[config.mk]
export PLATFORM = sky130hd
export DESIGN_NAME = oc_unary_expander
export DESIGN_NICKNAME = d
export VERILOG_FILES = /design/src/rtl/oc_pkg.sv /design/src/rtl/oc_popcount.sv /design/src/rtl/oc_unary_expander.sv
export SDC_FILE = /design/constraint.sdc
export NUM_CORES = 1
export LEC_CHECK = 0
export CAP_MARGIN = 10
export CORE_AREA = 2 2 47 67
export CTS_CLUSTER_SIZE = 30
export DETAILED_ROUTE_END_ITERATION = 16
export DIE_AREA = 0 0 49 69
export HOLD_SLACK_MARGIN = 0.08
export PLACE_DENSITY = 0.73
export SKIP_LAST_GASP = 1
export SLEW_MARGIN = 20
export SYNTH_ARGS = -nofsm -noshare
export SYNTH_HDL_FRONTEND = slang
export SYNTH_SLANG_ARGS = --single-unit
export TNS_END_PERCENT = 100
[constraint.sdc]
create_clock -name clk -period 3.07 [get_ports clk]
set_input_delay 0.7675 -clock clk [delete_from_list [all_inputs] [get_ports clk]]
set_output_delay 0.7675 -clock clk [all_outputs]
set_load 0.02 [all_outputs]
[src/rtl/oc_pkg.sv]
// Shared types and sizes for the ones-counter family (counter, expander, checkers).
package oc_pkg;

    localparam int OC_W  = 15;
    localparam int OC_CW = 4;

    typedef enum logic [1:0] {
        IDLE = 2'd0,
        FILL = 2'd1,
        DONE = 2'd2
    } oc_state_t;

    typedef logic [OC_CW-1:0] oc_count_t;

endpackage : oc_pkg

[src/rtl/oc_popcount.sv]
// Combinational population count of a W-bit word; used by the expander's loopback checker.
module oc_popcount #(
    parameter int W  = 15,
    parameter int CW = 4
) (
    input  logic [W-1:0]  bits_i,
    output logic [CW-1:0] count_o
);

    always_comb begin
        count_o = '0;
        for (int i = 0; i < W; i++) begin
            count_o = count_o + {{(CW-1){1'b0}}, bits_i[i]};
        end
    end

endmodule : oc_popcount

[src/rtl/oc_unary_expander.sv]
// Serial unary expander: turns a count N into a thermometer word with N ones, one bit per clock.
// Optional loopback self-check enabled by defining OC_UNARY_LOOPBACK_CHECK_EN.
module oc_unary_expander
    import oc_pkg::*;
#(
    parameter int W  = OC_W,
    parameter int CW = OC_CW
) (
    input  logic          clk,
    input  logic          rst_n,
    input  logic          start,
    input  logic [CW-1:0] count,
    output logic          ready,
    output logic          busy,
    output logic [W-1:0]  y,
    output logic          serial_out,
    output logic          done,
    output logic          err
);

    localparam logic [CW-1:0] WMAX = CW'(W);

    oc_state_t     state_q, state_d;
    logic [CW-1:0] remaining_q, remaining_d;
    logic [W-1:0]  y_q, y_d;
    logic          done_q, done_d;
    logic [CW-1:0] clamped;

    assign clamped    = (count > WMAX) ? WMAX : count;
    assign ready      = (state_q == IDLE);
    assign busy       = (state_q == FILL) || (state_q == DONE);
    assign serial_out = (state_q == FILL);
    assign y          = y_q;
    assign done       = done_q;

    always_ff @(posedge clk or negedge rst_n) begin
        if (!rst_n) begin
            state_q     <= IDLE;
            remaining_q <= '0;
            y_q         <= '0;
            done_q      <= 1'b0;
        end else begin
            state_q     <= state_d;
            remaining_q <= remaining_d;
            y_q         <= y_d;
            done_q      <= done_d;
        end
    end

    // done is registered, so it is raised on the edge that enters DONE
    always_comb begin
        state_d     = state_q;
        remaining_d = remaining_q;
        y_d         = y_q;
        case (state_q)
            IDLE: begin
                if (start) begin
                    remaining_d = clamped;
                    y_d         = '0;
                    state_d     = (clamped == '0) ? DONE : FILL;
                end
            end
            FILL: begin
                y_d         = {y_q[W-2:0], 1'b1};
                remaining_d = remaining_q - 1'b1;
                if (remaining_q == {{(CW-1){1'b0}}, 1'b1}) begin
                    state_d = DONE;
                end
            end
            DONE: begin
                state_d = IDLE;
            end
            default: begin
                state_d = IDLE;
            end
        endcase
        done_d = (state_d == DONE);
    end

`ifdef OC_UNARY_LOOPBACK_CHECK_EN
    logic [CW-1:0] n_lat_q, n_lat_d;
    logic [CW-1:0] y_ones;
    logic          err_q, err_d;

    oc_popcount #(
        .W  (W),
        .CW (CW)
    ) u_popcount (
        .bits_i  (y_q),
        .count_o (y_ones)
    );

    always_ff @(posedge clk or negedge rst_n) begin
        if (!rst_n) begin
            n_lat_q <= '0;
            err_q   <= 1'b0;
        end else begin
            n_lat_q <= n_lat_d;
            err_q   <= err_d;
        end
    end

    // err is sticky: only a newly accepted request clears it
    always_comb begin
        n_lat_d = n_lat_q;
        err_d   = err_q;
        if ((state_q == IDLE) && start) begin
            n_lat_d = clamped;
            err_d   = 1'b0;
        end else if ((state_q == DONE) && (y_ones != n_lat_q)) begin
            err_d = 1'b1;
        end
    end

    assign err = err_q;
`else
    assign err = 1'b0;
`endif

endmodule : oc_unary_expander

**After elaboration in Yosys (flattened, before gate mapping)**

Index checks and enable logic that the tools add are counted.

- Bits in registers: 22
- Input bits: 7
- Output and inout port bits: 20

- Add/subtract/negate cells: 1
- $lt $le $gt $ge: 1
- Equality and inequality tests: 5
- Multiplexer cells: 9
- Reduce and logical (&&, ||, !) cells: 5

Operator list:

| kind | count |
|---|---|
| one-hot mux 15 bit (2 select lines) | 1 |
| 2-to-1 mux 15 bit | 1 |
| 2-to-1 mux 4 bit | 2 |
| one-hot mux 4 bit (2 select lines) | 1 |
| 2-to-1 mux 2 bit | 3 |
| == test 2 bit, second input constant | 2 |
| == test 4 x 1 -> 1 bit, second input constant | 1 |
| greater-than comparator 4 bit, second input constant | 1 |
| zero test 4 bit | 1 |
| one-hot mux 2 bit (2 select lines) | 1 |
| subtractor 4 x 1 -> 4 bit, second input constant | 1 |
| == test 2 x 1 -> 1 bit, second input constant | 1 |
| zero test 2 bit | 1 |
| != test 2 bit, second input constant | 1 |
| AND reduction 2 bit | 1 |
| nonzero test 2 bit | 1 |
| logical OR 1 bit | 1 |

**Logic depth before layout (Yosys ltp)**

Gate-level depths: netlist of the first run.

- Word-level depth: 7
- Depth in mapped cells: 8

**Worst setup path after synthesis of the first run**

No wires, ideal clock.

- Path type: register to register
- From: register state_q[0]
- To: register remaining_q[3]
- Setup time: 126 ps
- Arrival time: 1423 ps
- Required time: 2944 ps
- Slack: 1521 ps
- Cell stages (with the launch flop): 7
- Period minus slack after synthesis: 1549 ps
- Path through: dfrtp_1 -> inv_1 -> ha_1 -> buf_6 -> and2b_4 -> nor2_4 -> a311o_1

- Longest elaborated chain between the ends: 3
- Elaborated cells on any way between the ends: 6
- Those cells by class: eq/ne (2); mux (1); reduce/logical (3)

Ends and longest elaborated chain:

| item | RTL line | source |
|---|---|---|
| from (decl) | oc_unary_expander.sv:23 | `oc_state_t state_q, state_d;` |
| from (signal assigned) | oc_unary_expander.sv:43 | `state_q <= state_d;` |
| zero test 2 bit (*) | -- |  |
| named net ready | oc_unary_expander.sv:13 | `output logic ready,` |
| != test 2 bit (no source line) or nonzero test 2 bit (tied branches) | -- |  |
| AND reduction 2 bit (no source line) | -- |  |
| to (signal assigned) | oc_unary_expander.sv:44 | `remaining_q <= remaining_d;` |
| to (decl) | oc_unary_expander.sv:24 | `logic [CW-1:0] remaining_q, remaining_d;` |

The timed path passes the listed nets; every way through them passes the cells marked *.
A chain may end at the register's enable or synchronous reset.

**Worst setup path in the final report of the first run**

- From: register state_q[0]
- To: output port ready

- Longest elaborated chain between the ends: 1

Ends and longest elaborated chain:

| item | RTL line | source |
|---|---|---|
| zero test 2 bit | oc_unary_expander.sv:30 | `assign ready = (state_q == IDLE);` |
| to (decl) | oc_unary_expander.sv:13 |  |

No other way between the ends.

==> results of run 1 <==
metal layers:
metal	up-vias	GRT usage
li1	377	-
met4	0	0.0540
met2	28	0.242
met1	414	0.157
met3	2	0.0238
met5	-	0
registers in the layout (all words and copies together) (netlist names):
signal	flops
remaining_q	4
y	15
done	1
state_q	2
power breakdown:
group          internal [mW]  switching (mW)  leakage, nW
Clock                  0.114          0.0862       0.0288
Combinational          0.328           0.437        0.279
Sequential             0.380          0.0809        0.291
cell usage after synthesis, types with 2 or more instances:
master / count / area [µm²]
a21oi_1: 4 / 20.0
a22o_1: 14 / 123
buf_4: 2 / 15.0
buf_6: 4 / 45.0
dfrtp_1: 22 / 551
ha_1: 4 / 50.1
inv_1: 5 / 18.8
nand2_1: 4 / 15.0
nor2_1: 5 / 18.8
o21ai_0: 2 / 10.0
o22ai_1: 2 / 12.5
metrics by stage:
stage	utilization	total power [mW]
final	0.489	1.43
after CTS	0.489	1.44
after floorplan	-	1.05
after detailed placement	0.469	1.24
after global placement	0.469	1.22
after global routing	0.489	1.54
layout make-up:
class / count / share of cell area
clock buffers: 4 / 0.0403
well taps: 37 / 0.0339
inverters: 6 / 0.0165
multi-input cells: 57 / 0.317
flip-flops and latches: 22 / 0.403
repair buffers: 26 / 0.189
layout by cell type (no fill, tap or decap), types with 2 or more instances in the layout:
| cell type | synthesis | routed |
|---|---|---|
| a21oi_1 | 4 | 4 |
| nand2_1 | 4 | 4 |
| nor2_1 | 5 | 5 |
| a22o_1 | 14 | 14 |
| o22ai_1 | 2 | 2 |
| inv_1 | 5 | 5 |
| clkbuf_8 | 0 | 4 |
| o21ai_0 | 2 | 2 |
| ha_1 | 4 | 4 |
| clkdlybuf4s50_1 | 0 | 25 |
| dfrtp_1 | 22 | 22 |
cell families after synthesis:
kind of cell | synth area share
compound gates | 0.244
flops | 0.516
simple gates | 0.112
buf+inv | 0.0775
fa+ha+maj | 0.0470
other cells | 0.00352
path summary, 6_finish.rpt:
path | cells after the start | start | slack, ns | end
hold reg to reg | 1 | y[1] | 0.52 | y[2]
max in group asynchronous | 2 | rst_n | 1.98 | remaining_q[1]
hold / removal | 1 | y[1] | 0.52 | y[2]
setup / recovery | 3 | state_q[0] | 0.44 | ready
setup reg to reg | 5 | state_q[0] | 1.37 | remaining_q[3]
min in group asynchronous | 2 | rst_n | 0.87 | y[7]
==> impl_metrics.tcl, run 1 <==
set metrics [dict create \
    hold_viol_final 0 \
    vias 821 \
    cts_tree "done" \
    synthArstFlopShare 1.00 \
    grt_usage 0.135 \
    detail-route-antenna-nets 0 \
    status "finished, final reports clean" \
    drv_cap 0 \
    dieArea_um2 3380 \
    dr.first_iter.drc_count 12 \
    numCtsBuffers 3 \
    fin_cells 152 \
    core_um2 2790 \
    required_ns 2.30 \
    period_share 0.855 \
    routabilityCongestion 0.861 \
    clk_pin_slew_ns 0.07 \
    fin_skew_ns 0.00130 \
    diodes 0 \
    ioPinCount 27 \
    drv_slew 0 \
    drt-pass1-iter-count 4 \
    die_w_um 49 \
    ys.flop_type "dfrtp_1" \
    post-place-cells 148 \
    n_fill_cell 280 \
    critPathArrivalTime_ns 1.86 \
    path_delay_family "buffers and inverters" \
    yosysWarnings 0 \
    post-route-drc-count 0 \
    antenna_found_initial 0 \
    start_util 0.382 \
    setup_viol 0 \
    area_delta_synth_final_pct 28.1 \
    path_cells "inv_1 > ha_1 > clkdlybuf4s50_1" \
    start_kind "flop" \
    whs_ns 0.516 \
    wl_met1_um 877 \
    cp_max_fo 11 \
    wl_per_cell_um 13.7 \
    routed.top_layer "met4" \
    grt_max_degree 23 \
    fin_crit_ns 2.63 \
    wl_met3_um 91 \
    fmax_mhz 381 \
    clock-sinks 22 \
    root_buffer "clkbuf_8" \
    crit_path_end_kind "output pin" \
    gr-total-overflow 0 \
    critPathSlowestCell "clkdlybuf4s50_1" \
    ys_types 34 \
    cts_setup_buffers 0 \
    grt_pass1_wl_um 3660 \
    io_buffers 25 \
    post-place-ws_ns 0.725 \
    synth.avg_cell_area_um2 11.7 \
    slowest_delay_ns 0.69 \
    worstSetupPathType "reg2out" \
    ctsHoldBuffers 0 \
    via_per_inst 5.40 \
    rsz0062_at_grt "false" \
    pwr_density_cell_nw_per_um2 1050 \
    yosysSeqAreaShare 0.516 \
    die_h_um 69 \
    seqCellArea_um2 551 \
    nets 127 \
    cts_resized 0 \
    num_rows 23 \
    synth_edf_count 0 \
    crit_buf_inv 2 \
    clockBufferDepth 2 \
    max-vdd-ir-drop_mv 0.586 \
    yosys_register_bits 22 \
    layout_setup_ws_ns 0.445 \
    syn_nets 102 \
    p_leak_nw 0.599 \
    grt_pass1_vias 811 \
    hold_path.class "reg2reg" \
    drive_above_1_share 0.113 \
    placed_area_um2 1310 \
    clk-insertion-delay-late_ns 0.25 \
    wl_um 2090 \
    h-tree-depth 1 \
    synthesis.area_um2 1070 \
    wl_met2_um 1100 \
    synth_cells 91 \
    hpwl_um 1590 \
    final_area_um2 1370 \
    fin_tns_setup_ns 0 \
    multi_input_area_um2 433 \
]
(Power assumes the default switching activity.)
==> inputs of run 2 (changes only) <==
--- a/config.mk
+++ b/config.mk
@@ -5,6 +5,7 @@
 export SDC_FILE = /design/constraint.sdc
 export NUM_CORES = 1
 export LEC_CHECK = 0
+export ABC_CLOCK_PERIOD_IN_PS = 3070
 export CAP_MARGIN = 10
 export CORE_AREA = 2 2 47 67
 export CTS_CLUSTER_SIZE = 30
==> results of run 2 <==
The final DEF is identical to that of run 1; final timing and power are the same.
